File: src/rtl/labft_pkg.sv
// Shared types and helpers for the LA fault-tolerance checker: FSM states,
// derived datapath widths and the saturating counter increment.
package labft_pkg;

    typedef enum logic [2:0] {
        ST_IDLE,
        ST_ACC,
        ST_DOT,
        ST_CMP,
        ST_REPORT
    } state_e;

    function automatic int xs_w(input int in_w, input int tile_max);
        return in_w + $clog2(tile_max);
    endfunction

    function automatic int e_w(input int in_w, input int n);
        return in_w + $clog2(n);
    endfunction

    function automatic int cmp_w(input int in_w, input int n, input int tile_max);
        return xs_w(in_w, tile_max) + e_w(in_w, n) + $clog2(n);
    endfunction

    // Increment v, holding at 2^w-1 once reached.
    function automatic logic [31:0] sat_inc(input logic [31:0] v, input int w);
        logic [31:0] maxv;
        maxv = (32'd1 << w) - 32'd1;
        return (v >= maxv) ? maxv : v + 32'd1;
    endfunction

endpackage

File: src/rtl/labft_lane_dot.sv
// One checked lane: per-column input sums over a tile and a single
// sequential MAC forming the predicted output checksum.
module labft_lane_dot
    import labft_pkg::*;
#(
    parameter int N     = 4,
    parameter int IN_W  = 8,
    parameter int XS_W  = 12,
    parameter int E_W   = 10,
    parameter int CMP_W = 24,
    parameter int IDX_W = 2
) (
    input  logic                 clk,
    input  logic                 rst,
    input  logic                 clr,
    input  logic                 x_en,
    input  logic [N*IN_W-1:0]    x_vec,
    input  logic                 mac_en,
    input  logic [IDX_W-1:0]     mac_idx,
    input  logic [E_W-1:0]       e_k,
    output logic [CMP_W-1:0]     pred
);

    logic [XS_W-1:0]  xs_q [N];
    logic [XS_W-1:0]  xs_d [N];
    logic [CMP_W-1:0] pred_q;
    logic [CMP_W-1:0] pred_d;

    // clr and x_en together load the first beat of a new tile
    always_comb begin
        for (int k = 0; k < N; k++) begin
            xs_d[k] = clr ? '0 : xs_q[k];
            if (x_en) begin
                xs_d[k] = xs_d[k] + XS_W'(x_vec[k*IN_W +: IN_W]);
            end
        end
        pred_d = clr ? '0 : pred_q;
        if (mac_en) begin
            pred_d = pred_q + CMP_W'(xs_q[mac_idx]) * CMP_W'(e_k);
        end
    end

    always_ff @(posedge clk or negedge rst) begin
        if (!rst) begin
            for (int k = 0; k < N; k++) begin
                xs_q[k] <= '0;
            end
            pred_q <= '0;
        end else begin
            for (int k = 0; k < N; k++) begin
                xs_q[k] <= xs_d[k];
            end
            pred_q <= pred_d;
        end
    end

    assign pred = pred_q;

endmodule

File: src/rtl/labft_checker_n.sv
// Checksum-based fault checker for an NxN weight-stationary systolic array.
// Optional syndrome output enabled by defining LABFT_SYNDROME_EN.
module labft_checker_n
    import labft_pkg::*;
#(
    parameter int N        = 4,
    parameter int IN_W     = 8,
    parameter int OUT_W    = 32,
    parameter int LANES    = 4,
    parameter int TILE_MAX = 16,
    parameter int CNT_W    = 8
) (
    input  logic                               clk,
    input  logic                               rst,
    input  logic                               interrupt,
    input  logic                               w_load,
    input  logic [N*IN_W-1:0]                  e_in,
    input  logic                               x_valid,
    input  logic [LANES*N*IN_W-1:0]            x_in,
    input  logic                               y_valid,
    input  logic [LANES*N*OUT_W-1:0]           y_in,
    input  logic [$clog2(TILE_MAX+1)-1:0]      tile_len,
    input  logic                               cnt_clr,
    input  logic                               err_ready,
    output logic                               err_valid,
    output logic [LANES-1:0]                   err_flags,
    output logic [LANES*CNT_W-1:0]             err_count,
    output logic                               busy,
    output logic                               proto_err
`ifdef LABFT_SYNDROME_EN
    ,
    output logic [LANES*cmp_w(IN_W, N, TILE_MAX)-1:0] syndrome
`endif
);

    localparam int TL_W  = $clog2(TILE_MAX + 1);
    localparam int XS_W  = xs_w(IN_W, TILE_MAX);
    localparam int E_W   = e_w(IN_W, N);
    localparam int CMP_W = cmp_w(IN_W, N, TILE_MAX);
    localparam int IDX_W = (N > 1) ? $clog2(N) : 1;

    state_e            state_q, state_d;
    logic [E_W-1:0]    e_acc_q [N];
    logic [E_W-1:0]    e_acc_d [N];
    logic              w_prev_q, w_prev_d;
    logic [TL_W-1:0]   len_q, len_d;
    logic [TL_W-1:0]   x_cnt_q, x_cnt_d;
    logic [TL_W-1:0]   y_cnt_q, y_cnt_d;
    logic [IDX_W-1:0]  dot_idx_q, dot_idx_d;
    logic [CMP_W-1:0]  ys_q [LANES];
    logic [CMP_W-1:0]  ys_d [LANES];
    logic [CNT_W-1:0]  cnt_q [LANES];
    logic [CNT_W-1:0]  cnt_d [LANES];
    logic [LANES-1:0]  flags_q, flags_d;
    logic              proto_q, proto_d;

    logic              proto_set;
    logic              lane_clr;
    logic              x_acc;
    logic              mac_en;
    logic [CMP_W-1:0]  y_sum [LANES];
    logic [CMP_W-1:0]  pred [LANES];

    always_comb begin
        for (int l = 0; l < LANES; l++) begin
            y_sum[l] = '0;
            for (int k = 0; k < N; k++) begin
                y_sum[l] = y_sum[l] + CMP_W'(y_in[(l*N+k)*OUT_W +: OUT_W]);
            end
        end
    end

    always_comb begin
        state_d   = state_q;
        e_acc_d   = e_acc_q;
        w_prev_d  = w_load;
        len_d     = len_q;
        x_cnt_d   = x_cnt_q;
        y_cnt_d   = y_cnt_q;
        dot_idx_d = dot_idx_q;
        ys_d      = ys_q;
        cnt_d     = cnt_q;
        flags_d   = flags_q;
        proto_set = 1'b0;
        lane_clr  = 1'b0;
        x_acc     = 1'b0;
        mac_en    = 1'b0;

        // A load burst restarts the weight sums on its first beat
        if (w_load) begin
            if (state_q == ST_IDLE) begin
                for (int k = 0; k < N; k++) begin
                    e_acc_d[k] = (w_prev_q ? e_acc_q[k] : '0) + E_W'(e_in[k*IN_W +: IN_W]);
                end
            end else begin
                proto_set = 1'b1;
            end
        end

        if (cnt_clr) begin
            for (int l = 0; l < LANES; l++) begin
                cnt_d[l] = '0;
            end
        end

        case (state_q)
            ST_IDLE: begin
                if (x_valid || y_valid) begin
                    len_d     = (tile_len == '0) ? TL_W'(TILE_MAX) : tile_len;
                    lane_clr  = 1'b1;
                    x_acc     = x_valid;
                    x_cnt_d   = TL_W'(x_valid);
                    y_cnt_d   = TL_W'(y_valid);
                    dot_idx_d = '0;
                    for (int l = 0; l < LANES; l++) begin
                        ys_d[l] = y_valid ? y_sum[l] : '0;
                    end
                    state_d = (x_cnt_d == len_d && y_cnt_d == len_d) ? ST_DOT : ST_ACC;
                end
            end
            ST_ACC: begin
                if (x_valid) begin
                    if (x_cnt_q < len_q) begin
                        x_acc   = 1'b1;
                        x_cnt_d = x_cnt_q + TL_W'(1);
                    end else begin
                        proto_set = 1'b1;
                    end
                end
                if (y_valid) begin
                    if (y_cnt_q < len_q) begin
                        y_cnt_d = y_cnt_q + TL_W'(1);
                        for (int l = 0; l < LANES; l++) begin
                            ys_d[l] = ys_q[l] + y_sum[l];
                        end
                    end else begin
                        proto_set = 1'b1;
                    end
                end
                if (x_cnt_d == len_q && y_cnt_d == len_q) begin
                    state_d   = ST_DOT;
                    dot_idx_d = '0;
                end
            end
            ST_DOT: begin
                mac_en    = 1'b1;
                dot_idx_d = dot_idx_q + IDX_W'(1);
                proto_set = proto_set | x_valid | y_valid;
                if (dot_idx_q == IDX_W'(N - 1)) begin
                    state_d = ST_CMP;
                end
            end
            ST_CMP: begin
                proto_set = proto_set | x_valid | y_valid;
                for (int l = 0; l < LANES; l++) begin
                    flags_d[l] = (pred[l] != ys_q[l]);
                    if (flags_d[l]) begin
                        cnt_d[l] = cnt_clr ? CNT_W'(1) : CNT_W'(sat_inc(32'(cnt_q[l]), CNT_W));
                    end
                end
                state_d = ST_REPORT;
            end
            ST_REPORT: begin
                proto_set = proto_set | x_valid | y_valid;
                if (err_ready) begin
                    state_d = ST_IDLE;
                end
            end
            default: state_d = ST_IDLE;
        endcase

        // Abort wins over any tile progress in the same cycle
        if (interrupt) begin
            state_d   = ST_IDLE;
            lane_clr  = 1'b1;
            x_acc     = 1'b0;
            mac_en    = 1'b0;
            x_cnt_d   = '0;
            y_cnt_d   = '0;
            dot_idx_d = '0;
            for (int l = 0; l < LANES; l++) begin
                ys_d[l] = '0;
            end
        end

        proto_d = (cnt_clr ? 1'b0 : proto_q) | proto_set;
    end

    always_ff @(posedge clk or negedge rst) begin
        if (!rst) begin
            state_q   <= ST_IDLE;
            w_prev_q  <= 1'b0;
            len_q     <= '0;
            x_cnt_q   <= '0;
            y_cnt_q   <= '0;
            dot_idx_q <= '0;
            flags_q   <= '0;
            proto_q   <= 1'b0;
            for (int k = 0; k < N; k++) begin
                e_acc_q[k] <= '0;
            end
            for (int l = 0; l < LANES; l++) begin
                ys_q[l]  <= '0;
                cnt_q[l] <= '0;
            end
        end else begin
            state_q   <= state_d;
            w_prev_q  <= w_prev_d;
            len_q     <= len_d;
            x_cnt_q   <= x_cnt_d;
            y_cnt_q   <= y_cnt_d;
            dot_idx_q <= dot_idx_d;
            flags_q   <= flags_d;
            proto_q   <= proto_d;
            e_acc_q   <= e_acc_d;
            ys_q      <= ys_d;
            cnt_q     <= cnt_d;
        end
    end

    for (genvar g = 0; g < LANES; g++) begin : g_lane
        labft_lane_dot #(
            .N     (N),
            .IN_W  (IN_W),
            .XS_W  (XS_W),
            .E_W   (E_W),
            .CMP_W (CMP_W),
            .IDX_W (IDX_W)
        ) u_dot (
            .clk     (clk),
            .rst     (rst),
            .clr     (lane_clr),
            .x_en    (x_acc),
            .x_vec   (x_in[g*N*IN_W +: N*IN_W]),
            .mac_en  (mac_en),
            .mac_idx (dot_idx_q),
            .e_k     (e_acc_q[dot_idx_q]),
            .pred    (pred[g])
        );
    end

`ifdef LABFT_SYNDROME_EN
    logic [CMP_W-1:0] synd_q [LANES];
    logic [CMP_W-1:0] synd_d [LANES];

    always_comb begin
        synd_d = synd_q;
        if (state_q == ST_CMP) begin
            for (int l = 0; l < LANES; l++) begin
                synd_d[l] = pred[l] - ys_q[l];
            end
        end
    end

    always_ff @(posedge clk or negedge rst) begin
        if (!rst) begin
            for (int l = 0; l < LANES; l++) begin
                synd_q[l] <= '0;
            end
        end else begin
            synd_q <= synd_d;
        end
    end

    always_comb begin
        syndrome = '0;
        for (int l = 0; l < LANES; l++) begin
            syndrome[l*CMP_W +: CMP_W] = synd_q[l];
        end
    end
`endif

    always_comb begin
        err_count = '0;
        for (int l = 0; l < LANES; l++) begin
            err_count[l*CNT_W +: CNT_W] = cnt_q[l];
        end
    end

    assign err_valid = (state_q == ST_REPORT);
    assign err_flags = flags_q;
    assign busy      = (state_q != ST_IDLE);
    assign proto_err = proto_q;

endmodule

File: config.mk
export PLATFORM = sky130hd
export DESIGN_NAME = labft_checker_n
export DESIGN_NICKNAME = d
export VERILOG_FILES = /design/src/rtl/labft_pkg.sv /design/src/rtl/labft_lane_dot.sv /design/src/rtl/labft_checker_n.sv
export SDC_FILE = /design/constraint.sdc
export NUM_CORES = 2
export LEC_CHECK = 0
export CAP_MARGIN = 10
export CELL_PAD_IN_SITES_DETAIL_PLACEMENT = 0
export CELL_PAD_IN_SITES_GLOBAL_PLACEMENT = 1
export CORE_MARGIN = 1
export CORE_UTILIZATION = 44
export DETAILED_ROUTE_END_ITERATION = 6
export PLACE_DENSITY_LB_ADDON = 0.25
export SLEW_MARGIN = 40
export SYNTH_ARGS = -nofsm -noshare
export SYNTH_HDL_FRONTEND = slang
export SYNTH_SLANG_ARGS = --single-unit
File: constraint.sdc
create_clock -name clk -period 10.2 [get_ports clk]
set_input_delay 2.04 -clock clk [delete_from_list [all_inputs] [get_ports clk]]
set_output_delay 2.04 -clock clk [all_outputs]
set_load 0.005 [all_outputs]
==> reports/metrics.csv <==
metric,value,unit
outcome,"finished, final reports clean",
min_from,err_flags[2]$_DFFE_PN0N_,
grt_max_degree,177,
endpoint_kind,flop,
drc,0,
syn_avg_cell_area,8.72,um2
ys_seq_area_share,20.0,%
maxCapViolations,0,
dpl.hpwl,135000,um
yosysWarnings,0,
r2r_cells,24,
detail_route.wirelength,173000,um
r2r_slack,2190,ps
hold_violations,0,
min_delay_path_depth,1,
setup_violations,0,
power.share.sequential,18.1,%
required,10740,ps
syn2layout_area_growth,17.2,%
timing.fmax,125,MHz
postRouteAntennaNets,0,
power.switching,8.17,mW
hold_class,flop to flop,
clock_latency,680,ps
ioPinCount,724,
start_kind,flop,
syn_area,60200,um2
swShare,49.7,%
grt_first_pass_wirelength,274000,um
synthCells,6904,
grt-ovfl-total,0,
numCtsBuffers,68,
cts_resized,0,
synth_fp_nets,8800,
path_cells,buf_4 > mux4_2 > buf_4 > and2_1 > fa_1 > inv_1 > fa_1 > inv_1 > fa_1 > fa_1 > inv_1 > fa_1 > inv_1 > ha_1 > and3_1 > and3_1 > a21oi_1 > a311oi_1 > a311o_1 > a21o_1 > a21oi_1 > o31ai_1 > a21oi_1 > nor2_1,
hold_slack,476,ps
dr.pass1.iters,6,
hold_end,err_flags[2]$_DFFE_PN0N_,
crit_path_top_delay_cell,dfrtp_4,
worst_slew_pin_slew,858,ps
drive_gt1_share,3.73,%
gp_congestion,0.906,
cts_setup_buffers,0,
reg2reg_to,g_lane[1].u_dot.pred[23]$_DFFE_PN0P_,
critPathKind,flop to flop,
tritoncts,done,
drtIter0Drc,2897,
p_leak,35.8,nW
slew_viol_final,0,
vdd_drop_max,0.178,mV
core_area,136000,um2
synth-edff-count,0,
setup_tns,0,ps
viasPerCell,5.25,
io_buffer_count,595,
post-route-min-period,8010,ps
p_int,8.29,mW
p_clk_share,14.8,%
finClkSkew,28.8,ps
critPathMaxFanout,38,
arrival,8560,ps
h-tree-depth,3,
rows,135,
first_global_vias,48657,
rr_startpoint,dot_idx_q[0]$_DFFE_PN0P_,
path_common_cell,fa_1,
period_share,78.6,%
grt_use_total,25.3,%
slowest_delay,840,ps
rsz0062_at_grt,false,
path_clk_slew,50,ps
antenna_found_initial,12,
power_frac_comb,67.1,%
holdBufCountCts,0,
async_flop_share,100,%
clock_path_buffers,3,
ys_types,75,
wl_per_cell,18.6,um
start_util,44.4,%
synth_flop_cell,dfrtp_1,
die_x,372,um
layout.nets,9326,
ys_ff_latch,482,
nFillCells,12677,
slew_headroom,42.2,%
vias,48640,
dieArea,138000,um2
root_buffer,clkbuf_16,
power_density,233,nW/um2
cts.sinks,482,
die-height,372,um
==> per-stage QoR <==
step | util, % | cell area [um2] | total power [mW] | instances | setup WS [ps]
final | 52.1 | 70600 | 16.5 | 9260 | 2190
after global routing | 52.0 | 70600 | 18.1 | 9258 | 1790
after CTS | 52.0 | 70500 | 16.5 | 9253 | 2230
after detailed placement | 50.3 | 68300 | 14.0 | 9136 | 2080
after global placement | 50.3 | 68200 | 13.7 | 9131 | 2120
after floorplan | - | 60200 | 10.8 | 6904 | 3040
==> synthesized netlist by cell type, drive strengths merged (112+ instances only) <==
cell / instances / area share, %
a21o: 148 / 1.8
a21oi: 361 / 3.0
and2: 255 / 2.7
clkbuf: 191 / 1.2
dfrtp: 482 / 20
fa: 608 / 20
ha: 603 / 13
inv: 1185 / 7.4
nand2: 761 / 4.7
nor2: 358 / 2.2
o21ai: 445 / 3.7
o21bai: 112 / 1.4
xnor2: 311 / 4.5
xor2: 200 / 2.9
==> cell families after synthesis <==
family / after synthesis / share of synthesized area (%)
compound gates: 1415 / 14.7
xor+xnor: 511 / 7.43
fa+ha+maj: 1211 / 32.7
buf+inv: 1387 / 8.64
flops: 482 / 20.0
mux: 130 / 2.95
simple gates: 1768 / 13.5
==> registers in the layout, indices dropped and copies added (netlist names), 3 cells and up <==
register and flops:
e_acc_q 40, err_count 32, err_flags 4, g_lane.u_dot.pred 96
g_lane.u_dot.xs_q 192, len_q 5, state_q 3, x_cnt_q 5
y_cnt_q 5, ys_q 96
==> layout by cell type, fill, tap and decap left out, types with 42 or more instances in the layout <==
master / count
nand2b_1: 42
fa_1: 608
inv_1: 1185
dfrtp_1: 480
a21o_1: 145
o21bai_1: 112
clkdlybuf4s50_1: 594
nor3_1: 62
clkbuf_16: 68
o21a_1: 61
nand3_1: 85
nor2b_1: 67
xor2_1: 200
nor2_1: 355
buf_4: 49
a211oi_1: 44
o21ai_0: 425
and2_1: 254
mux2i_1: 56
a21oi_1: 360
ha_1: 603
nand2_1: 758
xnor2_1: 311
==> worst max-delay path, delay by kind of cell, from the launching register on <==
family                     cells  cell delay (ps)
buffers and inverters          6              950
DFF                            1              840
and+or+nand+nor                4              680
AOI/OAI and AO/OA              7             1810
muxes                          1              770
adders and majority gates      6             2760
==> layer usage <==
layer | global-route usage [%] | up-vias | wire (um) | share of wire, %
met3 | 3.85 | 187 | 10600 | 6.1
met1 | 37.4 | 23612 | 83200 | 48
met5 | 0 | - | 99 | 0.057
li1 | - | 23549 | - | -
met2 | 38.8 | 1278 | 75300 | 44
met4 | 5.30 | 14 | 3600 | 2.1
==> final cells by class <==
class | instances | area (um2) | area share, %
antenna | 2 | 5.00 | 0.00709
timing repair buffer | 658 | 6610 | 9.36
clock inverter | 19 | 253 | 0.358
multi-input combinational | 5035 | 43000 | 61.0
inverter | 1185 | 4450 | 6.30
tap | 1781 | 2230 | 3.16
clock buffer | 98 | 1940 | 2.75
sequential | 482 | 12100 | 17.1
==> worst max path at each step <==
stage / start / endpoint / cells past startpoint
finish: dot_idx_q[0]$_DFFE_PN0P_ / g_lane[1].u_dot.pred[23]$_DFFE_PN0P_ / 24
global route: dot_idx_q[0]$_DFFE_PN0P_ / g_lane[1].u_dot.pred[23]$_DFFE_PN0P_ / 25
CTS: dot_idx_q[0]$_DFFE_PN0P_ / g_lane[2].u_dot.pred[23]$_DFFE_PN0P_ / 22
detailed placement: y_in[385] / ys_q[20]$_DFFE_PN0P_ / 24
global placement: y_in[385] / ys_q[20]$_DFFE_PN0P_ / 24
floorplan: dot_idx_q[1]$_DFFE_PN0P_ / g_lane[3].u_dot.pred[23]$_DFFE_PN0P_ / 27
==> power by group through the flow <==
| stage | sequential (mW) | clock [mW] | combinational (mW) |
|---|---|---|---|
| 3_5_place_dp | 3.00 | 0 | 11.0 |
| 3_3_place_gp | 2.99 | 0 | 10.7 |
| 5_1_grt | 3.03 | 2.58 | 12.5 |
| 2_1_floorplan | 2.67 | 0 | 8.16 |
| 4_1_cts | 2.97 | 2.51 | 11.0 |
| 6_report | 2.97 | 2.44 | 11.0 |
(Power assumes the default switching activity.)
